==> src/rtl/traffic_pkg.sv <==
// Shared definitions for the intersection controllers: phase encodings,
// direction codes and the phase counter width.
package traffic_pkg;

  localparam int unsigned CNT_W = 16;

  typedef enum logic [1:0] {
    S_GREEN   = 2'd0,
    S_AMBER   = 2'd1,
    S_ALL_RED = 2'd2
  } phase_e;

  localparam logic DIR_NS = 1'b0;
  localparam logic DIR_EW = 1'b1;

endpackage

==> src/rtl/call_latch.sv <==
// Two-bit set/clear request latch. A clear in the same cycle as a set wins,
// so a call served on this edge is not re-latched by its own button press.
module call_latch (
  input  logic       clk,
  input  logic       rst_n,
  input  logic [1:0] set_i,
  input  logic [1:0] clr_i,
  output logic [1:0] q_o
);

  logic [1:0] q_q;
  logic [1:0] q_d;

  // Accumulate calls, drop the ones being served this cycle.
  always_comb begin
    q_d = (q_q | set_i) & ~clr_i;
  end

  // Latch register with synchronous active-low reset.
  always_ff @(posedge clk) begin
    if (!rst_n) begin
      q_q <= '0;
    end else begin
      q_q <= q_d;
    end
  end

  assign q_o = q_q;

endmodule

==> src/rtl/actuated_phase_scheduler.sv <==
// Demand-driven two-direction phase scheduler. Green rests in the served
// direction until the other side calls, is extended by own traffic up to a
// cap, and serves latched pedestrian calls with a walk interval at entry.
module actuated_phase_scheduler #(
  parameter int unsigned T_MIN_GREEN = 5,
  parameter int unsigned T_MAX_GREEN = 20,
  parameter int unsigned T_AMBER     = 3,
  parameter int unsigned T_ALL_RED   = 1,
  parameter int unsigned T_WALK      = 4
) (
  input  logic       clk,
  input  logic       rst_n,
  input  logic       tick,
  input  logic [1:0] veh_req,
  input  logic [1:0] ped_req,
  output logic       ns_red,
  output logic       ns_amber,
  output logic       ns_green,
  output logic       ew_red,
  output logic       ew_amber,
  output logic       ew_green,
  output logic       ns_walk,
  output logic       ew_walk,
  output logic [1:0] ped_pending,
  output logic [1:0] state,
  output logic       dir
);

  import traffic_pkg::*;

  localparam logic [CNT_W-1:0] ONE       = CNT_W'(1);
  localparam logic [CNT_W-1:0] MIN_G     = CNT_W'(T_MIN_GREEN);
  localparam logic [CNT_W-1:0] MAX_G     = CNT_W'(T_MAX_GREEN);
  localparam logic [CNT_W-1:0] AMB_LAST  = CNT_W'(T_AMBER - 1);
  localparam logic [CNT_W-1:0] AR_LAST   = CNT_W'(T_ALL_RED - 1);
  localparam logic [CNT_W-1:0] WALK_LAST = CNT_W'(T_WALK - 1);

  phase_e           state_q, state_d;
  logic             dir_q, dir_d;
  logic [CNT_W-1:0] cnt_q, cnt_d;
  logic [CNT_W-1:0] walk_cnt_q, walk_cnt_d;
  logic             walk_q, walk_d;
  logic [1:0]       ped_clr;
  logic [1:0]       ped_pend;
  logic             other_call;
  logic             green_exit;

  call_latch u_ped_latch (
    .clk   (clk),
    .rst_n (rst_n),
    .set_i (ped_req),
    .clr_i (ped_clr),
    .q_o   (ped_pend)
  );

  // Phase, direction, counters and walk state registers.
  always_ff @(posedge clk) begin
    if (!rst_n) begin
      state_q    <= S_GREEN;
      dir_q      <= DIR_NS;
      cnt_q      <= '0;
      walk_cnt_q <= '0;
      walk_q     <= 1'b0;
    end else begin
      state_q    <= state_d;
      dir_q      <= dir_d;
      cnt_q      <= cnt_d;
      walk_cnt_q <= walk_cnt_d;
      walk_q     <= walk_d;
    end
  end

  // Next phase, counter updates and pedestrian service at green entry.
  always_comb begin
    state_d    = state_q;
    dir_d      = dir_q;
    cnt_d      = cnt_q;
    walk_cnt_d = walk_cnt_q;
    walk_d     = walk_q;
    ped_clr    = '0;
    other_call = veh_req[~dir_q] | ped_pend[~dir_q];
    green_exit = other_call && (cnt_q >= MIN_G) && !walk_q &&
                 (!veh_req[dir_q] || (cnt_q >= MAX_G));
    case (state_q)
      S_GREEN: begin
        if (green_exit) begin
          state_d = S_AMBER;
          cnt_d   = '0;
        end else if (tick && (cnt_q < MAX_G)) begin
          cnt_d = cnt_q + ONE;
        end
        if (walk_q && tick) begin
          if (walk_cnt_q == WALK_LAST) begin
            walk_d     = 1'b0;
            walk_cnt_d = '0;
          end else begin
            walk_cnt_d = walk_cnt_q + ONE;
          end
        end
      end
      S_AMBER: begin
        if (tick) begin
          if (cnt_q == AMB_LAST) begin
            state_d = S_ALL_RED;
            cnt_d   = '0;
          end else begin
            cnt_d = cnt_q + ONE;
          end
        end
      end
      S_ALL_RED: begin
        if (tick) begin
          if (cnt_q == AR_LAST) begin
            // Green entry for the opposite side: the walk decision and the
            // latch clear both look at the direction being entered, and the
            // live button is included so a same-edge press is served now.
            state_d    = S_GREEN;
            dir_d      = ~dir_q;
            cnt_d      = '0;
            walk_cnt_d = '0;
            walk_d     = ped_pend[~dir_q] | ped_req[~dir_q];
            ped_clr[~dir_q] = ped_pend[~dir_q] | ped_req[~dir_q];
          end else begin
            cnt_d = cnt_q + ONE;
          end
        end
      end
      default: begin
        state_d    = S_GREEN;
        dir_d      = DIR_NS;
        cnt_d      = '0;
        walk_cnt_d = '0;
        walk_d     = 1'b0;
      end
    endcase
  end

  // Lamp, walk and debug outputs decoded from registered state only.
  always_comb begin
    ns_green    = (state_q == S_GREEN) && (dir_q == DIR_NS);
    ns_amber    = (state_q == S_AMBER) && (dir_q == DIR_NS);
    ew_green    = (state_q == S_GREEN) && (dir_q == DIR_EW);
    ew_amber    = (state_q == S_AMBER) && (dir_q == DIR_EW);
    ns_red      = !(ns_green || ns_amber);
    ew_red      = !(ew_green || ew_amber);
    ns_walk     = walk_q && ns_green;
    ew_walk     = walk_q && ew_green;
    ped_pending = ped_pend;
    state       = state_q;
    dir         = dir_q;
  end

endmodule
==> config.mk <==
export PLATFORM = sky130hd
export DESIGN_NAME = actuated_phase_scheduler
export DESIGN_NICKNAME = d
export VERILOG_FILES = /design/src/rtl/traffic_pkg.sv /design/src/rtl/call_latch.sv /design/src/rtl/actuated_phase_scheduler.sv
export SDC_FILE = /design/constraint.sdc
export NUM_CORES = 1
export LEC_CHECK = 0
export BUFFER_PORTS_ARGS = -buffer_cell sky130_fd_sc_hd__buf_4
export CAP_MARGIN = 5
export CORE_ASPECT_RATIO = 1.1
export CORE_MARGIN = 3
export CORE_UTILIZATION = 59
export CTS_CLUSTER_SIZE = 24
export DETAILED_ROUTE_END_ITERATION = 6
export PLACE_DENSITY = 0.78
export SLEW_MARGIN = 20
export SYNTH_ARGS = -nofsm -noshare
export SYNTH_HDL_FRONTEND = slang
export SYNTH_SLANG_ARGS = --single-unit
==> constraint.sdc <==
create_clock -name clk -period 2.6 [get_ports clk]
set_input_delay 0.26 -clock clk [delete_from_list [all_inputs] [get_ports clk]]
set_output_delay 0.26 -clock clk [all_outputs]
set_load 0.005 [all_outputs]
* Yosys cells after proc, flatten, opt, wreduce, memory -nomap -nowiden
Cells that the tools add are included.
** Operators by class
- $add $sub $neg :: 2
- Bitwise logic cells :: 9
- Mux-type cells :: 39
- Eq/ne operators :: 12
- Magnitude comparators :: 6
- Reduce and logical (&&, ||, !) cells :: 27
** Operators with widths (count)
- $mux W16 :: 10
- $pmux W16 S3 :: 2
- $add A16 B1 Y16 const B :: 2
- $eq A16 B2 Y1 const B :: 2
- $ge A16 B3 Y1 const B :: 1
- $ge A16 B5 Y1 const B :: 1
- $logic_not A16 Y1 :: 1
- $lt A16 B5 Y1 const B :: 1
- $mux W2 :: 8
- $mux W1 :: 15
- $ne A2 B2 Y1 const B :: 7
- $logic_and A1 B1 Y1 :: 12
- $reduce_and A5 Y1 :: 2
- $pmux W2 S3 :: 1
- $reduce_and A3 Y1 :: 2
- $and A2 B2 Y2 :: 2
- $logic_not A1 Y1 :: 4
- $lt A1 B2 Y1 const B :: 2
- $reduce_and A4 Y1 :: 1
- $logic_or A1 B1 Y1 :: 3
- $ne A3 B3 Y1 const B :: 1
- $not A1 Y1 :: 3
- $pmux W1 S3 :: 1
- $eq A2 B1 Y1 const B :: 1
- other kinds (9) :: 10
** Word-level totals
- Logic and storage cells :: 101
- Bits of input ports :: 7
- Bits in registers :: 38
- Output and inout port bits :: 13

* Logic depth before layout (Yosys ltp)
- Depth after elaboration :: 11
- Mapped depth :: 9

* By module
Synthesis repeated with hierarchy kept, for this count alone.
** Second synthesis, totals
- Cell total of the unflattened synthesis :: 272
- Area total of the unflattened synthesis :: 2199.6 um2
** By module, submodules not included
- actuated_phase_scheduler :: seq. area each 720.7 um2, times used 1, area each 2127.0 um2, cells an instance 266
- call_latch :: seq. area each 40.0 um2, times used 1, area each 72.6 um2, cells an instance 6

* Worst setup path before layout
No wires, ideal clock.
- Path kind :: register to register
- From :: reg cnt_q[0]
- To :: reg state_q[1] (netlist: state[1])
- Stages on the path, launching flop included :: 9
- Period minus slack after synthesis :: 2.321 ns
- Arrival time :: 2.251 ns
- Slack :: 0.279 ns
- Required time :: 2.530 ns
- Cells stage by stage :: dfxtp_1 > inv_1 > ha_1 > inv_1 > o21ai_0 > a2111o_1 > o31a_1 > or4_1 > a21oi_1
** Between the ends
- Word-level cells in the longest chain between the ends :: 6
- Elaborated cells on any way between the ends :: 12
- Those cells by class :: order compare: 2; eq/ne: 4; reduce/logical: 6
** Ends and longest elaborated chain
- start: declaration :: line actuated_phase_scheduler.sv:40 : logic [CNT_W-1:0] cnt_q, cnt_d;
- start signal: assignment :: line actuated_phase_scheduler.sv:67 : cnt_q <= cnt_d;
- $ge A16 B3 Y1 :: line actuated_phase_scheduler.sv:82 : green_exit = other_call && (cnt_q >= MIN_G) && !walk_q &&
- $logic_and A1 B1 Y1 (3 in series) :: line actuated_phase_scheduler.sv:82
- $ne A2 B2 Y1 (no source line)
- $reduce_and A5 Y1 (no source line) (*)
- end signal: assignment :: line actuated_phase_scheduler.sv:65 : state_q <= state_d;
- end: declaration :: line actuated_phase_scheduler.sv:38 : phase_e state_q, state_d;
Mark *: on every way between the ends. The rest lies on a longest branch, timed or not.
A chain may end at the register's enable or synchronous reset.

* Worst setup path in the final report
- From :: reg cnt_q[1]
- To :: reg state_q[1] (netlist: state[1])
Same word-level chain as after synthesis.

==> results.toml <==
[cts]
max-clock-path-buffers = 2
htreeDepth = 2
worstSkewPairLatency_ns = 0.35
cts_root_buf = "clkbuf_4"
clkSinkCount = 38
cts_tree = "done"
numCtsBuffers = 5
cts.clk_slew.worst_paths_ns = 0.12

[sta]
grt_setup_unrepaired = "false"
setup_viol = 0
tns_ns = 0
slew_headroom = 0.652
fin_crit_sh = 0.919
report.final.slew_viol_count = 0
fin_worst_skew_ns = 0.00584
fmax_ghz = 0.419
finalCriticalPeriod_ns = 2.39
worst_pin_slew_ns = 0.521
holdWs_ns = 0.171
fin_ws_ns = 0.211
hold_viol = 0

[global_route]
grt_pass1_wl_um = 9370
antenna_found_initial = 0
grt_overflow_total = 0
grt_max_degree = 25
grt_pass1_vias = 2120
globalRouteTotalUtil = 0.254

[placed_design]
place_congestion = 0.908
portBuffers = 19
dpl.hpwl_um = 3960
pre_cts_slack_ns = 0.178
dp.cells = 357

[status]
outcome = "finished, final reports clean"

[route]
vias = 2273
totalWireLength_um = 5530
avgRoutedWirePerCell_um = 15.2
drc = 0
drt-pass1-iter-count = 4
drtAntennaViolNets = 0
via_per_inst = 6.23
drt-initial-drc-count = 221

[layout]
final_cells = 365
area_delta_synth_final_pct = 16.1
multi_input_area_um2 = 1390
final_cell_mix = "dfxtp_1 (37), buf_4 (34), nor2_1 (33)"
drive_gt1_frac = 0.161
final_common_cell = "dfxtp_1"
n_fill_cell = 284
nets = 328
antenna_cells = 0
ff_latch_area_um2 = 762

[critical_path]
r2r_start = "cnt_q[1]"
critPathMaxFanout = 7
cp-start-kind = "register"
path_class = "reg2reg"
worstPathRequired_ns = 2.89
cp-end-kind = "register"
critPathLaunch = "cnt_q[1]"
worstPathArrival_ns = 2.68
timing.reg2reg.setup_slack_ns = 0.21

[synthesis]
syn_inst = 290
yosysSeqAreaShare = 0.337
async_reset_ff_frac = 0
ys_warn_count = 0
synth_edf_count = 0
synth-main-ff-cell = "dfxtp_1"
ys_seq_elements = 38
synth_area_leaders = "dfxtp_1 (34%), a211oi_1 (6.6%), nor2_1 (5.5%), xnor2_1 (5.0%), nand3_1 (4.7%)"
avgSynthCellArea_um2 = 7.79
synthesis.nets = 302
synth_top_area_cell = "dfxtp_1"
yosys.cell_types.count = 47
netlist_area_um2 = 2260
yosysTopAreaCellShare = 0.337

[job]
drv_cap = 0

[floorplanning]
num_rows = 22
initial_core_util = 0.646
die_x_um = 65.0
core_um2 = 3500
die_height_um = 70.9
dieArea_um2 = 4610
io_pins = 20

[power_and_ir_drop]
leakage_nw = 0.905
powerDensity_nw_per_um2 = 457
vdd_drop_max_mv = 0.499

[hold_path]
hp-class = "in2reg"
worstHoldStart = "ped_req[0]"
-- cell usage after synthesis (2+ instances only) --
library cell,number
o22ai_1,9
nor3_1,8
a2111oi_0,2
a31oi_1,2
nand2_1,24
o21ai_0,9
o32ai_1,4
nand2b_1,6
inv_1,11
o211a_1,2
nor2_1,33
clkbuf_1,13
a211oi_1,20
or4_1,2
and3_1,7
o21a_1,2
or2_2,3
nor4b_1,2
xnor2_1,13
nand3_1,21
or3_1,8
ha_1,5
nand4b_1,2
a31o_2,2
a21boi_0,2
dfxtp_1,38
nand4_1,5
and2_1,2
and4_1,2
o211ai_1,3
a21oi_1,9
nor4_1,4
-- final timing paths --
check / endpoint / cells after the start
max: state[1] / 8
min: u_ped_latch.q_o[0] / 3
max reg2reg: state[1] / 8
min reg2reg: walk_cnt_q[1] / 2
-- worst max-delay path, stage by stage (launching register included) --
cell	delay, ns
dfxtp_1	0.44
inv_1	0.09
ha_1	0.18
inv_1	0.06
o21ai_0	0.07
a2111o_1	0.52
o31a_1	0.32
or4_1	0.50
a21oi_1	0.14
-- routing by layer --
metal	wire length, um	up-vias	track usage	share of wire
li1	-	1123	-	-
met1	2350	1090	0.303	0.42
met2	2870	54	0.450	0.52
met3	242	6	0.0413	0.044
met4	69	0	0.0986	0.012
met5	0	-	0	0
-- metrics by stage --
stage / utilization / power [W] / instance area (um2)
detailed placement: 0.718 / 0.000676 / 2510
global placement: 0.718 / 0.000675 / 2510
finish: 0.750 / 0.00120 / 2620
CTS: 0.749 / 0.00120 / 2620
global route: 0.750 / 0.00123 / 2620
floorplan: - / 0.000646 / 2260
-- report_power, final --
| group | switching, W | internal, W | total (W) | leakage (nW) |
|---|---|---|---|---|
| clock | 0.000210 | 0.000326 | 0.000535 | 0.0585 |
| combinational | 0.0000434 | 0.0000254 | 0.0000687 | 0.539 |
| sequential | 0.00000731 | 0.000588 | 0.000595 | 0.307 |
-- area by class of cell --
cell class | count | area share
Multi-Input combinational cell | 226 | 0.531
Timing Repair Buffer | 34 | 0.0973
Inverter | 11 | 0.0157
Tap cell | 48 | 0.0229
Sequential cell | 38 | 0.291
Clock inverter | 2 | 0.0229
Clock buffer | 6 | 0.0196
-- registers in the layout (all words and copies together), names as in the netlist --
register         count
walk_q               1
dir                  1
walk_cnt_q          16
state                2
cnt_q               16
u_ped_latch.q_o      2
-- what timing repair did --
action                                  in CTS  in global routing
setup buffers                                0                  0
resized for setup                            0                  2
hold buffers                                 0                  0
endpoints found under the setup margin       0                  5
-- logic make-up (layout without fill, tap and decap cells) --
| logic type | after synthesis | in the layout | share of synthesized area |
|---|---|---|---|
| and+or+nand+nor | 132 | 132 | 0.298 |
| AOI/OAI and AO/OA | 75 | 75 | 0.236 |
| DFF | 38 | 38 | 0.337 |
| buffers and inverters | 26 | 53 | 0.0471 |
| xor gates and xnor gates | 13 | 13 | 0.0504 |
| adders and majority gates | 5 | 5 | 0.0277 |
| muxes | 1 | 1 | 0.00443 |
(Power assumes the default switching activity.)
